===== src/rtl/riscv_lsu.sv =====
// RISC-V load/store unit: decodes core loads/stores into word-aligned memory
// requests, waits for the response with a timeout, and extends returned load data.
module riscv_lsu #(
    parameter int unsigned TIMEOUT_CYCLES = 15
) (
    input  logic        clk_i,
    input  logic        rst_i,
    input  logic        core_req_i,
    input  logic        core_we_i,
    input  logic [2:0]  core_size_i,
    input  logic [31:0] core_addr_i,
    input  logic [31:0] core_wd_i,
    output logic [31:0] core_rd_o,
    output logic        core_stall_o,
    output logic        core_err_o,
    output logic        mem_req_o,
    output logic        mem_we_o,
    output logic [3:0]  mem_be_o,
    output logic [31:0] mem_addr_o,
    output logic [31:0] mem_wd_o,
    input  logic [31:0] mem_rd_i,
    input  logic        mem_ready_i
);

    localparam int unsigned CNT_W = (TIMEOUT_CYCLES > 0) ? $clog2(TIMEOUT_CYCLES + 1) : 1;
    localparam logic [CNT_W-1:0] CNT_MAX = CNT_W'(TIMEOUT_CYCLES);

    typedef enum logic {
        S_IDLE,
        S_WAIT
    } state_e;

    state_e           state_q, state_d;
    logic [CNT_W-1:0] cnt_q, cnt_d;
    logic [2:0]       size_q, size_d;
    logic [1:0]       off_q, off_d;
    logic             we_q, we_d;

    logic             size_legal;
    logic             misaligned;
    logic [3:0]       be_raw;
    logic [31:0]      rd_shift;
    logic [31:0]      load_data;

    // Size code bits [1:0] give the width, bit [2] selects zero-extension.
    always_comb begin
        case (core_size_i)
            3'b000, 3'b001, 3'b010, 3'b100, 3'b101: size_legal = 1'b1;
            default:                                size_legal = 1'b0;
        endcase
        misaligned = ((core_size_i[1:0] == 2'b01) && core_addr_i[0]) ||
                     ((core_size_i[1:0] == 2'b10) && (core_addr_i[1:0] != 2'b00));
    end

    always_comb begin
        case (core_size_i[1:0])
            2'b00: begin
                be_raw   = 4'b0001 << core_addr_i[1:0];
                mem_wd_o = {4{core_wd_i[7:0]}};
            end
            2'b01: begin
                be_raw   = 4'b0011 << core_addr_i[1:0];
                mem_wd_o = {2{core_wd_i[15:0]}};
            end
            2'b10: begin
                be_raw   = 4'b1111;
                mem_wd_o = core_wd_i;
            end
            default: begin
                be_raw   = 4'b0000;
                mem_wd_o = core_wd_i;
            end
        endcase
    end

    assign mem_addr_o = {core_addr_i[31:2], 2'b00};
    assign mem_we_o   = core_we_i;

    // Completion uses only the latched size/offset, never the live core inputs.
    assign rd_shift = mem_rd_i >> {off_q, 3'b000};

    always_comb begin
        case (size_q[1:0])
            2'b00:   load_data = {{24{rd_shift[7] & ~size_q[2]}}, rd_shift[7:0]};
            2'b01:   load_data = {{16{rd_shift[15] & ~size_q[2]}}, rd_shift[15:0]};
            default: load_data = mem_rd_i;
        endcase
    end

    always_comb begin
        // NOTE: every signal gets a default up front so no path can infer a latch.
        state_d      = state_q;
        cnt_d        = cnt_q;
        size_d       = size_q;
        off_d        = off_q;
        we_d         = we_q;
        mem_req_o    = 1'b0;
        mem_be_o     = 4'b0000;
        core_stall_o = 1'b0;
        core_err_o   = 1'b0;
        core_rd_o    = 32'h0;

        if (!rst_i) begin
            case (state_q)
                S_IDLE: begin
                    if (core_req_i) begin
                        if (size_legal && !misaligned) begin
                            mem_req_o    = 1'b1;
                            mem_be_o     = be_raw;
                            core_stall_o = 1'b1;
                            size_d       = core_size_i;
                            off_d        = core_addr_i[1:0];
                            we_d         = core_we_i;
                            cnt_d        = '0;
                            state_d      = S_WAIT;
                        end else begin
                            core_err_o = 1'b1;
                        end
                    end
                end
                S_WAIT: begin
                    if (mem_ready_i) begin
                        core_rd_o = we_q ? 32'h0 : load_data;
                        state_d   = S_IDLE;
                    end else if (cnt_q == CNT_MAX) begin
                        core_err_o = 1'b1;
                        state_d    = S_IDLE;
                    end else begin
                        core_stall_o = 1'b1;
                        cnt_d        = cnt_q + CNT_W'(1);
                    end
                end
                default: state_d = S_IDLE;
            endcase
        end
    end

    // NOTE: sequential state uses non-blocking assignments so all flops update together.
    always_ff @(posedge clk_i) begin
        if (rst_i) begin
            state_q <= S_IDLE;
            cnt_q   <= '0;
            size_q  <= 3'b000;
            off_q   <= 2'b00;
            we_q    <= 1'b0;
        end else begin
            state_q <= state_d;
            cnt_q   <= cnt_d;
            size_q  <= size_d;
            off_q   <= off_d;
            we_q    <= we_d;
        end
    end

endmodule


===== config.mk =====
export PLATFORM = sky130hd
export DESIGN_NAME = riscv_lsu
export DESIGN_NICKNAME = d
export VERILOG_FILES = /design/src/rtl/riscv_lsu.sv
export SDC_FILE = /design/constraint.sdc
export NUM_CORES = 1
export LEC_CHECK = 0
export CAP_MARGIN = 20
export CORE_UTILIZATION = 32
export DETAILED_ROUTE_END_ITERATION = 8
export GPL_ROUTABILITY_DRIVEN = 0
export PLACE_DENSITY = 0.84
export SLEW_MARGIN = 20
export SYNTH_ARGS = -nofsm -noshare
export SYNTH_HDL_FRONTEND = slang
export SYNTH_SLANG_ARGS = --single-unit

===== constraint.sdc =====
create_clock -name clk_i -period 3.2 [get_ports clk_i]
set_clock_uncertainty 0.15 [all_clocks]
set_input_delay 0.8 -clock clk_i [delete_from_list [all_inputs] [get_ports clk_i]]
set_output_delay 0.8 -clock clk_i [all_outputs]
set_load 0.05 [all_outputs]

Yosys cells after proc, flatten, opt, wreduce, memory -nomap -nowiden
Index checks and enable logic that the tools add are counted.
Widths: inputs -> output; s select.
{ "totals": {"elab_cells": 68, "out_inout_bits": 104, "ff_bits": 11, "input_bits": 104} }
{ "op_classes": {"reduce_logical": 12, "bitwise_logic": 4, "shifts": 3, "eq_ne": 12, "add_sub_neg": 1, "mux": 31} }
{ "ops": {"columns": ["operator", "n"], "rows": [
  ["$mux 32", 4],
  ["$pmux 32 s2", 2],
  ["$mux 4", 8],
  ["$shr 32x5->16", 1],
  ["$mux 1", 13],
  ["$pmux 4 s3", 1],
  ["$ne 2x2->1 const B", 4],
  ["$pmux 4 s2", 1],
  ["$eq 3x3->1 const B", 2],
  ["$reduce_or 5->1", 1],
  ["$add 4x1->4 const B", 1],
  ["$eq 2x1->1 const B", 2],
  ["$eq 4x4->1 const B", 1],
  ["$logic_not 2->1", 2],
  ["$pmux 1 s2", 2],
  ["$reduce_and 4->1", 1],
  ["$shl 1x2->4 const A", 1],
  ["$shl 2x2->4 const A", 1],
  ["$eq 3x1->1 const B", 1],
  ["$eq 3x2->1 const B", 1],
  ["$logic_and 1x1->1", 3],
  ["$logic_not 3->1", 1],
  ["$reduce_and 3->1", 1],
  ["$and 1x1->1", 2],
  ["5 further kinds", 6]
]} }

Longest topological paths before layout
{ "depth": {"ltp_word": 9, "mapped_depth": 5, "depth_no_buf": 4} }

Worst setup path before layout
Ideal clock, no wire load.
{ "synth_path": {"path_kind": "input-to-output", "startpoint": "in core_size_i[0]", "endpoint": "out mem_be_o[0]", "t_required_ns": 2.250, "n_path_buf": 1, "path_slack_ns": -0.550, "path_stages": 4, "arrival_ns": 2.800, "cell_sequence": "buf_6 -> or4_4 -> a21o_1 -> nor3_1"} }
{ "synth_via": {"elab_chain_cells": 9, "elab_cells_between_ends": 20, "cone_classes": "eq/ne: 6; mux: 6; reduce/logical: 8"} }
{ "synth_rtl": {"columns": ["item", "line", "rtl"], "rows": [
  ["from (decl)", "10", "input logic [2:0] core_size_i,"],
  ["branches (longest 5 deep; another with $reduce_or 5->1)", null, null],
  ["$mux 4 *", "107", "if (size_legal && !misaligned) begin"],
  ["$mux 4 *", "106", "if (core_req_i) begin"],
  ["$mux 4 *", "104", "case (state_q)"],
  ["$mux 4 *", "103", "if (!rst_i) begin"],
  ["to (decl)", "18", "output logic [3:0] mem_be_o,"]
]} }
Every way passes the cells marked *.

Worst setup path in the final report
{ "layout_path": {"startpoint": "in mem_rd_i[30]", "endpoint": "out core_rd_o[6]"} }
{ "layout_via": {"elab_chain_cells": 6} }
{ "layout_rtl": {"columns": ["item", "line", "rtl"], "rows": [
  ["from (decl)", "21", "input logic [31:0] mem_rd_i,"],
  ["$shr 32x5->16", "80", "assign rd_shift = mem_rd_i >> {off_q, 3'b000};"],
  ["$pmux 32 s2", "83", "case (size_q[1:0])"],
  ["$mux 32", "123", "core_rd_o = we_q ? 32'h0 : load_data;"],
  ["$mux 32", "122", "if (mem_ready_i) begin"],
  ["$mux 32", "104", null],
  ["$mux 32", "103", null],
  ["to (decl)", "13", "output logic [31:0] core_rd_o,"]
]} }
No other way between the ends.

==> impl_metrics.csv <==
group,metric,value,unit
worst_setup_path,end_kind,"output port",
worst_setup_path,crit_path_start_kind,"primary input",
power,power.share.sequential,0.168,
cts,cts_tree,"built",
synth,synth_commonest_cells,"a21oi_1, buf_4, mux2_2",
cts,ctsHoldBuffers,0,
grt,gr-usage-all-layers,0.238,
sta,finalSetupViolCount,0,
route,via_per_inst,5.50,
synth,ys_top_cells_by_area,"buf_4, mux2_2, a21oi_1",
worst_setup_path,rrSetupSlack,1.66,ns
final_layout,syn2layout_area_growth,97.0,%
floorplanning,core-area,0.00679,mm^2
sta,hold_viol_final,0,
route,dr.pass1.iters,4,
final_layout,utilization,0.656,
final_layout,fillers,521,
power,p_comb_frac,0.680,
final_layout,drive_above_1_share,0.415,
synth,synth_top_cell_by_area,"buf_4",
final_layout,regArea,220,um^2
synth,ys_ff_latch,11,
worst_setup_path,critPathKind,"primary input to output port",
final_layout,stdcell_count,525,
place,io_buffers,145,
cts,cts_sinks,11,
sta,layout_min_cycle_time,3.16,ns
power,switching_share,0.429,
floorplanning,fp.dieH,86.1,um
route,drcViolationCount,0,
synth,syn_inst,310,
grt,grt_max_degree,25,
worst_setup_path,r2r_end,"size_q[1]",
sta,finalSetupTns,0,ns
synth,synth.most_common_cell,"a21oi_1",
sta,fin_crit_sh,0.989,
route,routedWlPerCell,17.7,um
final_layout,final_cell_area,0.00445,mm^2
cts,htree_levels,1,
sta,fin_hold_ws,0.324,ns
worst_setup_path,critPathRequiredTime,2.25,ns
route,first_iter_violations,111,
grt,grt_overflow_total,0,
outcome,outcome,"complete, no violations",
synth,async_flop_share,0,
power,p_total,0.888,mW
synth,yosysTopAreaCellShare,0.136,
worst_setup_path,r2r_cells,3,
min_path,hold_path_depth,2,
power,p_int,0.507,mW
floorplanning,die_w,86.1,um
synth,synth_cell_types,44,
grt,antenna_found_initial,0,
worst_setup_path,r2r_start,"size_q[1]",
place,placed_cell_area,0.00417,mm^2
power,peakVddDrop,150,uV
cts,clkTransAtPathRegs,0.05,ns
floorplanning,fp-row-count,30,
min_path,hold_path.class,"register to register",
floorplanning,ios,208,
synth,netlist_area,0.00226,mm^2
cts,cts_root_buffer,"clkbuf_8",
grt,grt_first_pass_wirelength,14000,um
synth,synth.avg_cell_area,7.29,um^2
final_layout,multi_input_area,0.00182,mm^2
power,leakagePower,1.73,nW
power,p_clk_frac,0.152,
route,via_count,2886,
final_layout,fin_nets,535,
sta,tightest_slew,0.567,ns
cts,clock_latency,0.23,ns
place,post-place-ws,-0.440,ns
worst_setup_path,worstPathArrival,2.21,ns
power,powerDensity,199,mW/mm^2
min_path,hold-path-endpoint,"we_q",
final_layout,diodes,0,
run,drv_cap,0,
route,ant_nets,0,
place,dp_hpwl,7200,um
worst_setup_path,critPathMaxFanout,2,
grt,first_global_vias,2792,
cts,cts_made_buffers,3,
floorplanning,initial_utilization,0.333,
synth,yosysSeqAreaShare,0.0974,
sta,fin_ws,0.0361,ns
sta,slew_headroom,0.621,
power,p_switching,0.381,mW
cts,clockBufferDepth,2,
synth,synth_warnings,0,
route,drt-total-wl,9270,um
floorplanning,die_area,0.00741,mm^2
synth,ys.flop_type,"dfxtp_1",
sta,max_freq,316,MHz
min_path,hp-start,"we_q",
synth,synth-edff-count,0,
place,dp.cells,516,
sta,finalMaxSlewViolations,0,
[layout make-up]
cell class                      instances  area share
Clock buffer                            4      0.0101
Inverter                                3     0.00253
Multi-Input combinational cell        234       0.408
Sequential cell                        11      0.0494
Tap cell                               96      0.0270
Timing Repair Buffer                  177       0.503
[cells by family after synthesis]
group	share of synthesized area
XOR/XNOR	0.00387
AO/OA/AOI/OAI	0.326
AND/OR/NAND/NOR	0.185
other	0.00166
buffers and inverters	0.184
flip-flops	0.0974
adder cells (fa/ha/maj)	0.00553
multiplexers	0.197
[flip-flops by register name, summed over array words and instances, names as in the netlist]
name / count
state_q: 1
off_q: 2
size_q: 3
cnt_q: 4
we_q: 1
[worst max-delay path, stage by stage]
cell             delay [ns]
clkdlybuf4s50_1        0.44
mux2_2                 0.29
o22a_1                 0.23
o221a_2                0.31
buf_12                 0.15
[power by group through the flow]
stage	clock [mW]	sequential [mW]	combinational [mW]
2_1_floorplan	0	0.147	0.407
3_3_place_gp	0	0.151	0.568
3_5_place_dp	0	0.152	0.577
4_1_cts	0.139	0.149	0.592
5_1_grt	0.148	0.150	0.633
6_report	0.135	0.150	0.604
[cell usage in the layout (no fill, tap or decap), drive strengths merged, types with 8 or more instances in the layout]
cell type	Yosys	routed
buf	49	102
clkdlybuf4s50	0	63
a21oi	49	49
mux2	26	26
o21ai	24	24
and2	18	18
nand2	18	18
mux2i	13	13
dfxtp	11	11
nor2	11	11
o31ai	9	9
dlygate4sd2	0	8
[worst max-delay path by stage]
stage                         from            end  depth (start not counted)
finish                mem_rd_i[30]   core_rd_o[6]                          5
global route        core_addr_i[0]    mem_be_o[2]                          6
CTS                          rst_i  core_rd_o[11]                          6
detailed placement    mem_rd_i[15]  core_rd_o[31]                          5
global placement      mem_rd_i[15]  core_rd_o[20]                          5
floorplan           core_size_i[0]    mem_be_o[0]                          4
[timing repair]
item	in CTS	in global routing
pin swaps	9	2
setup buffers	2	1
cloned	0	2
setup endpoints to repair	40	21
gates resized for setup	33	16
[per-layer routing]
metal  track usage  share of wire  vias up  wire length, um
met3        0.0395          0.070       29              649
met5             0              0        -                0
met4        0.0864          0.028        0              259
met2         0.458           0.54      152             5000
li1              -              -     1348                -
met1         0.257           0.36     1357             3360
Power figures use the tool's default switching activity.
